==> src/rtl/pipeline_pkg.sv <==
// Shared pipeline definitions: fetch FSM states and default widths/constants
// used by the fetch stage and its pipeline registers.
package pipeline_pkg;

  localparam int          DEF_ADDR_W   = 32;
  localparam int          DEF_INSTR_W  = 32;
  localparam logic [31:0] DEF_RESET_PC = 32'h0000_0000;
  localparam logic [31:0] DEF_PC_STEP  = 32'h0000_0004;

  typedef enum logic [1:0] {
    IDLE  = 2'd0,
    FETCH = 2'd1,
    HOLD  = 2'd2,
    DROP  = 2'd3
  } fetch_state_t;

endpackage

==> src/rtl/fetch_stage_if.sv <==
// Instruction-memory request/acknowledge bus between the fetch stage (master)
// and instruction memory (slave).
interface fetch_stage_if
  import pipeline_pkg::*;
#(
  parameter int ADDR_W  = DEF_ADDR_W,
  parameter int INSTR_W = DEF_INSTR_W
);

  logic               imem_req;
  logic [ADDR_W-1:0]  imem_addr;
  logic               imem_ack;
  logic [INSTR_W-1:0] imem_rdata;

  modport master (
    output imem_req,
    output imem_addr,
    input  imem_ack,
    input  imem_rdata
  );

  modport slave (
    input  imem_req,
    input  imem_addr,
    output imem_ack,
    output imem_rdata
  );

endinterface

==> src/rtl/if_id_reg.sv <==
// Generic pipeline register (valid/pc/instr) with flush > stall > load
// priority; with none of them asserted a bubble is inserted.
module if_id_reg
  import pipeline_pkg::*;
#(
  parameter int ADDR_W  = DEF_ADDR_W,
  parameter int INSTR_W = DEF_INSTR_W
) (
  input  logic               clk,
  input  logic               rst_n,
  input  logic               flush,
  input  logic               stall,
  input  logic               load,
  input  logic [ADDR_W-1:0]  load_pc,
  input  logic [INSTR_W-1:0] load_instr,
  output logic               valid,
  output logic [ADDR_W-1:0]  pc,
  output logic [INSTR_W-1:0] instr
);

  // On flush only valid is cleared; pc/instr keep their old contents.
  always_ff @(posedge clk or negedge rst_n) begin
    if (!rst_n) begin
      valid <= 1'b0;
      pc    <= '0;
      instr <= '0;
    end else if (flush) begin
      valid <= 1'b0;
    end else if (stall) begin
      valid <= valid;
    end else if (load) begin
      valid <= 1'b1;
      pc    <= load_pc;
      instr <= load_instr;
    end else begin
      valid <= 1'b0;
    end
  end

endmodule

==> src/rtl/fetch_stage.sv <==
// Instruction-fetch stage: owns the PC, runs the imem request handshake and
// feeds the IF/ID register, surviving wait states, stalls and redirects.
module fetch_stage
  import pipeline_pkg::*;
#(
  parameter int                ADDR_W   = DEF_ADDR_W,
  parameter int                INSTR_W  = DEF_INSTR_W,
  parameter logic [ADDR_W-1:0] RESET_PC = ADDR_W'(DEF_RESET_PC),
  parameter logic [ADDR_W-1:0] PC_STEP  = ADDR_W'(DEF_PC_STEP)
) (
  input  logic               i_clk,
  input  logic               i_rst_n,
  input  logic               i_hazard_detected,
  input  logic               i_branch_taken,
  input  logic [ADDR_W-1:0]  i_branch_target,
  fetch_stage_if.master      imem,
  output logic               o_if_id_valid,
  output logic [ADDR_W-1:0]  o_if_id_pc,
  output logic [INSTR_W-1:0] o_if_id_instr
);

  fetch_state_t       state;
  logic [ADDR_W-1:0]  pc;
  logic [ADDR_W-1:0]  redirect_pc;
  logic [ADDR_W-1:0]  hold_pc;
  logic [INSTR_W-1:0] hold_instr;
  logic [ADDR_W-1:0]  pc_next_seq;

  logic               if_id_load;
  logic [ADDR_W-1:0]  if_id_load_pc;
  logic [INSTR_W-1:0] if_id_load_instr;

  assign pc_next_seq    = pc + PC_STEP;
  assign imem.imem_req  = (state == FETCH) || (state == DROP);
  assign imem.imem_addr = pc;

  // HOLD always offers the buffered instruction; a still-asserted hazard
  // keeps it out because stall outranks load inside the register.
  always_comb begin
    if_id_load       = 1'b0;
    if_id_load_pc    = pc;
    if_id_load_instr = imem.imem_rdata;
    case (state)
      FETCH: if_id_load = imem.imem_ack;
      HOLD: begin
        if_id_load       = 1'b1;
        if_id_load_pc    = hold_pc;
        if_id_load_instr = hold_instr;
      end
      default: if_id_load = 1'b0;
    endcase
  end

  always_ff @(posedge i_clk or negedge i_rst_n) begin
    if (!i_rst_n) begin
      state       <= IDLE;
      pc          <= RESET_PC;
      redirect_pc <= '0;
      hold_pc     <= '0;
      hold_instr  <= '0;
    end else begin
      case (state)
        IDLE: begin
          state <= FETCH;
          if (i_branch_taken) pc <= i_branch_target;
        end
        FETCH: begin
          if (imem.imem_ack) begin
            if (i_branch_taken) begin
              pc <= i_branch_target;
            end else if (i_hazard_detected) begin
              hold_instr <= imem.imem_rdata;
              hold_pc    <= pc;
              pc         <= pc_next_seq;
              state      <= HOLD;
            end else begin
              pc <= pc_next_seq;
            end
          end else if (i_branch_taken) begin
            redirect_pc <= i_branch_target;
            state       <= DROP;
          end
        end
        // The stale request must complete before the redirect is issued.
        DROP: begin
          if (i_branch_taken) redirect_pc <= i_branch_target;
          if (imem.imem_ack) begin
            pc    <= i_branch_taken ? i_branch_target : redirect_pc;
            state <= FETCH;
          end
        end
        HOLD: begin
          if (i_branch_taken) begin
            hold_instr <= '0;
            hold_pc    <= '0;
            pc         <= i_branch_target;
            state      <= FETCH;
          end else if (!i_hazard_detected) begin
            state <= FETCH;
          end
        end
        default: state <= IDLE;
      endcase
    end
  end

  if_id_reg #(
    .ADDR_W  (ADDR_W),
    .INSTR_W (INSTR_W)
  ) u_if_id_reg (
    .clk        (i_clk),
    .rst_n      (i_rst_n),
    .flush      (i_branch_taken),
    .stall      (i_hazard_detected),
    .load       (if_id_load),
    .load_pc    (if_id_load_pc),
    .load_instr (if_id_load_instr),
    .valid      (o_if_id_valid),
    .pc         (o_if_id_pc),
    .instr      (o_if_id_instr)
  );

endmodule

==> src/flat_wrapper.sv <==
// flat-port wrapper written by rule: the top's interface ports become plain ports
module fetch_stage_flat import pipeline_pkg::*;
#(
  parameter int                ADDR_W   = DEF_ADDR_W,
  parameter int                INSTR_W  = DEF_INSTR_W,
  parameter logic [ADDR_W-1:0] RESET_PC = ADDR_W'(DEF_RESET_PC),
  parameter logic [ADDR_W-1:0] PC_STEP  = ADDR_W'(DEF_PC_STEP)
)
  (i_clk, i_rst_n, i_hazard_detected, i_branch_taken, i_branch_target, o_if_id_valid, o_if_id_pc, o_if_id_instr, imem_imem_req, imem_imem_addr, imem_imem_ack, imem_imem_rdata);
  fetch_stage_if #(.ADDR_W(ADDR_W), .INSTR_W(INSTR_W)) imem_i ();
  input  logic i_clk;
  input  logic i_rst_n;
  input  logic i_hazard_detected;
  input  logic i_branch_taken;
  input  logic [ADDR_W-1:0] i_branch_target;
  output logic o_if_id_valid;
  output logic [ADDR_W-1:0] o_if_id_pc;
  output logic [INSTR_W-1:0] o_if_id_instr;
  output wire logic [$bits(imem_i.imem_req)-1:0] imem_imem_req;
  output wire logic [$bits(imem_i.imem_addr)-1:0] imem_imem_addr;
  input wire logic [$bits(imem_i.imem_ack)-1:0] imem_imem_ack;
  input wire logic [$bits(imem_i.imem_rdata)-1:0] imem_imem_rdata;
  assign imem_imem_req = imem_i.imem_req;
  assign imem_imem_addr = imem_i.imem_addr;
  assign imem_i.imem_ack = imem_imem_ack;
  assign imem_i.imem_rdata = imem_imem_rdata;
  fetch_stage #(.ADDR_W(ADDR_W), .INSTR_W(INSTR_W), .RESET_PC(RESET_PC), .PC_STEP(PC_STEP)) u_core (.i_clk(i_clk), .i_rst_n(i_rst_n), .i_hazard_detected(i_hazard_detected), .i_branch_taken(i_branch_taken), .i_branch_target(i_branch_target), .imem(imem_i), .o_if_id_valid(o_if_id_valid), .o_if_id_pc(o_if_id_pc), .o_if_id_instr(o_if_id_instr));
endmodule
==> config.mk <==
export PLATFORM = sky130hd
export DESIGN_NAME = fetch_stage_flat
export DESIGN_NICKNAME = d
export VERILOG_FILES = /design/src/rtl/pipeline_pkg.sv /design/src/rtl/fetch_stage_if.sv /design/src/rtl/if_id_reg.sv /design/src/rtl/fetch_stage.sv /design/src/flat_wrapper.sv
export SDC_FILE = /design/constraint.sdc
export NUM_CORES = 1
export LEC_CHECK = 0
export BUFFER_PORTS_ARGS = -buffer_cell sky130_fd_sc_hd__buf_2
export CORE_MARGIN = 5
export CORE_UTILIZATION = 40
export DETAILED_ROUTE_END_ITERATION = 16
export RECOVER_POWER = 100
export SYNTH_ARGS = -nofsm -noshare
export SYNTH_HDL_FRONTEND = slang
export SYNTH_SLANG_ARGS = --single-unit
==> constraint.sdc <==
create_clock -name i_clk -period 3.1 [get_ports i_clk]
set_input_delay 0.31 -clock i_clk [delete_from_list [all_inputs] [get_ports i_clk]]
set_output_delay 0.31 -clock i_clk [all_outputs]
set_load 0.01 [all_outputs]
==> run metrics <==
DRC errors left=0; max-slew violation count=59; global-route wire length before repair=around 40,000 um; switching power summed over all nets=~4.6 mW; clock sink count=between 150 and 200; fraction of power consumed by the clock network=0.195; commonest non-fill, non-tap cell in the layout=sky130_fd_sc_hd__nand2_1; Lkg Pwr=4.59 nW; buffer count from post-CTS setup fixing=0; Crit path arrival time=between 2 and 3 ns; total power per unit cell area=about 1000 nW/um2; overall global routing resource usage=0.184; area growth from synthesis to layout=16.4%; number of nets produced by synthesis=~1.1k; part of the power in registers=0.424; wire length per cell after detailed routing=17.0 um; RSZ-0062 raised after global routing=false; placer's final routability congestion estimate=about 0.80; Switching Share=0.413; worst vdd ir=between 400 and 500 uV; final routed wirelength across all metal layers=between 20,000 and 25,000 um; least setup slack across all paths after layout=0.413 ns; post-CTS resize count=0; clk_lat worst skew=0.43 ns; Max H-tree Level=4; layout cell share with drive strength beyond 1=0.134; width of the chip=163 um; number of antenna repair diodes=0; starting density of the core=0.403; post-route fraction of the period consumed by the critical path=0.867; cell accounting for the most synthesized area=sky130_fd_sc_hd__dfrtp_1; portion of total power attributed to combinational logic=0.381; path type of the worst min-delay path=input pin to register; Worst Max-Slew Pin Slew=~1.6 ns; number of synthesized flops with an enable pin=0; area of all sequential standard cells=4880 um2; total congestion overflow=0; Die ar.=approximately 27,000 um2; CTS tree=yes; failing checks=capacitance limit, slew limit; row count=56; final setup TNS=0 ns; multi-input logic area=4160 um2; number of synthesized register bits=just under 200; top library cells by usage in the layout, fill and taps aside=227 x sky130_fd_sc_hd__nand2_1, 195 x sky130_fd_sc_hd__dfrtp_1, 157 x sky130_fd_sc_hd__o21ai_0, 101 x sky130_fd_sc_hd__clkbuf_1, 75 x sky130_fd_sc_hd__mux2i_1; clock transition at the registers of the reported paths=roughly 0.080 ns; share of synthesized flip-flops with an asynchronous set or reset=1.00; time the worst path needs with I/O delays and setup=~2.7 ns; final setup skew=approximately 0.011 ns; final count of hold timing violations=0; number of DRC markers after the initial detailed-route iteration=560; post-synthesis instance area=between 9000 and 10,000 um2; upper clock frequency limit=approximately 370 MHz; post-detailed-placement half-perimeter wirelength=16,800 um; count of input and output buffers=166; Nets=between 1k and 1.5k; synthesized area divided by synthesized cell count=9.46 um2; max-cap violations=1; number of iterations in the first detailed-routing pass=5; Worst Setup Slack post-DPL=around 0.49 ns; Worst Setup Start Kind=register; count of pins on the block boundary=roughly 170; overall die height=roughly 160 um; count of final setup violators=0; CTS buffer count=17; top cells by area in the synthesized netlist=sky130_fd_sc_hd__dfrtp_1 52%, sky130_fd_sc_hd__nand2_1 9.1%, sky130_fd_sc_hd__mux2i_1 8.0%; flip-flop cell with the highest count after synthesis=sky130_fd_sc_hd__dfrtp_1; share of the synthesized area in the top cell type=0.519; outcome=complete, but fails checks; vias after detailed routing=7,542; Seq/Total Area, Yosys=0.519; number of antenna-violating nets in the routed design=0; warnings from Yosys=0; data required time at the worst endpoint=~3.4 ns; vias in the first global route=roughly 7.2k; maximum number of pins on one net before global-route repair=129; antenna violations before repair=0; Power Internal=approximately 6.6 mW; nature of the critical path endpoint=register; startpoint-to-endpoint class of the critical path=register to register; number of instances in the synthesized netlist=~1,000; CP Max Fanout=68; clock root buffer master=sky130_fd_sc_hd__clkbuf_16; number of buffers on the longest clock path=2; max_slew headroom=-0.0913; per-cell via count in the routed design=5.23; post-synth cell types=55; Fillers=2,317; core area=23,300 um2
## repair_timing
action	CTS	global route
endpoints found under the setup margin	0	0
hold buffers	1	0
hold endpoints to repair	58	0
## state kept, by name, indices dropped and copies added (netlist names)
name,cells
u_core.imem.imem_addr,32
u_core.hold_instr,32
u_core.hold_pc,32
u_core.u_if_id_reg.pc,32
u_core.state,2
u_core.redirect_pc,32
u_core.u_if_id_reg.instr,32
u_core.u_if_id_reg.valid,1
## cell type report
class | instances | area share
clock inverter | 14 | 0.0133
multi-input combinational | 704 | 0.380
tap | 319 | 0.0365
clock buffer | 18 | 0.0392
timing repair buffer | 185 | 0.0822
sequential | 195 | 0.446
inverter | 7 | 0.00240
## per-layer routing
layer	wire length, um	global-route usage
met5	0	0
met4	316	0.0404
met3	1200	0.0323
met2	11200	0.288
met1	11900	0.268
## final timing paths
check	start	end	slack, ns	cells past startpoint
worst max register to register	u_core.state[1]	u_core.u_if_id_reg.instr[11]	0.41	7
max in group asynchronous	i_rst_n	u_core.state[0]	1.16	3
worst min register to register	u_core.u_if_id_reg.pc[12]	u_core.u_if_id_reg.pc[12]	0.48	2
worst min-delay path	imem_imem_rdata[23]	u_core.hold_instr[23]	0.09	3
min in group asynchronous	i_rst_n	u_core.hold_instr[25]	0.82	2
worst max-delay path	u_core.state[1]	u_core.u_if_id_reg.instr[11]	0.41	7
## metrics by stage
stage	power, mW	util	instances	hold WS (ns)	cell area (um2)
2_1_floorplan	7.57	-	993	0.0144	9400
4_1_cts	11.5	0.475	1442	0.0768	11100
6_report	11.2	0.469	1442	0.0895	10900
5_1_grt	12.1	0.469	1442	0.0871	10900
3_3_place_gp	9.11	0.450	1409	0.337	10500
3_5_place_dp	9.26	0.450	1409	0.337	10500
## cells by family after synthesis
logic type	after synthesis	share of synthesized area
compound gates	265	0.163
xor+xnor	6	0.00559
fa+ha+maj	5	0.00666
buf+inv	94	0.0401
flops	195	0.519
mux	108	0.119
simple gates	320	0.146
## Yosys cell counts, drive strengths merged (3+ instances only)
master  instances
dfrtp         195
a22oi           9
or2             3
clkbuf         66
nor4           10
mux2           33
a21oi          39
mux2i          75
nand2         227
inv             7
nor2b           3
buf            21
a211oi         14
and3            8
nand4           8
and4            3
xnor2           4
a31oi           3
a221oi         13
nand3          12
o21ai         159
o31ai           7
ha              5
nor3           14
nor2           21
## power groups by stage
stage                     Sequential (mW)  Combinational (mW)  Clock [mW]
after detailed placement             4.76                4.50           0
after CTS                            4.71                4.51        2.24
after global placement               4.73                4.39           0
final                                4.73                4.26        2.18
after floorplan                      4.64                2.93           0
after global routing                 4.90                4.81        2.34
## worst max-delay path, stage by stage, from the launching register on
cell and delay [ns]:
sky130_fd_sc_hd__dfrtp_1 0.42, sky130_fd_sc_hd__inv_1 0.11, sky130_fd_sc_hd__ha_1 0.50, sky130_fd_sc_hd__a21oi_1 0.15, sky130_fd_sc_hd__or4b_4 0.82, sky130_fd_sc_hd__clkbuf_2 0.33, sky130_fd_sc_hd__nand2_1 0.10, sky130_fd_sc_hd__o21ai_0 0.08
No activity file was read; power rests on OpenSTA's default activity.
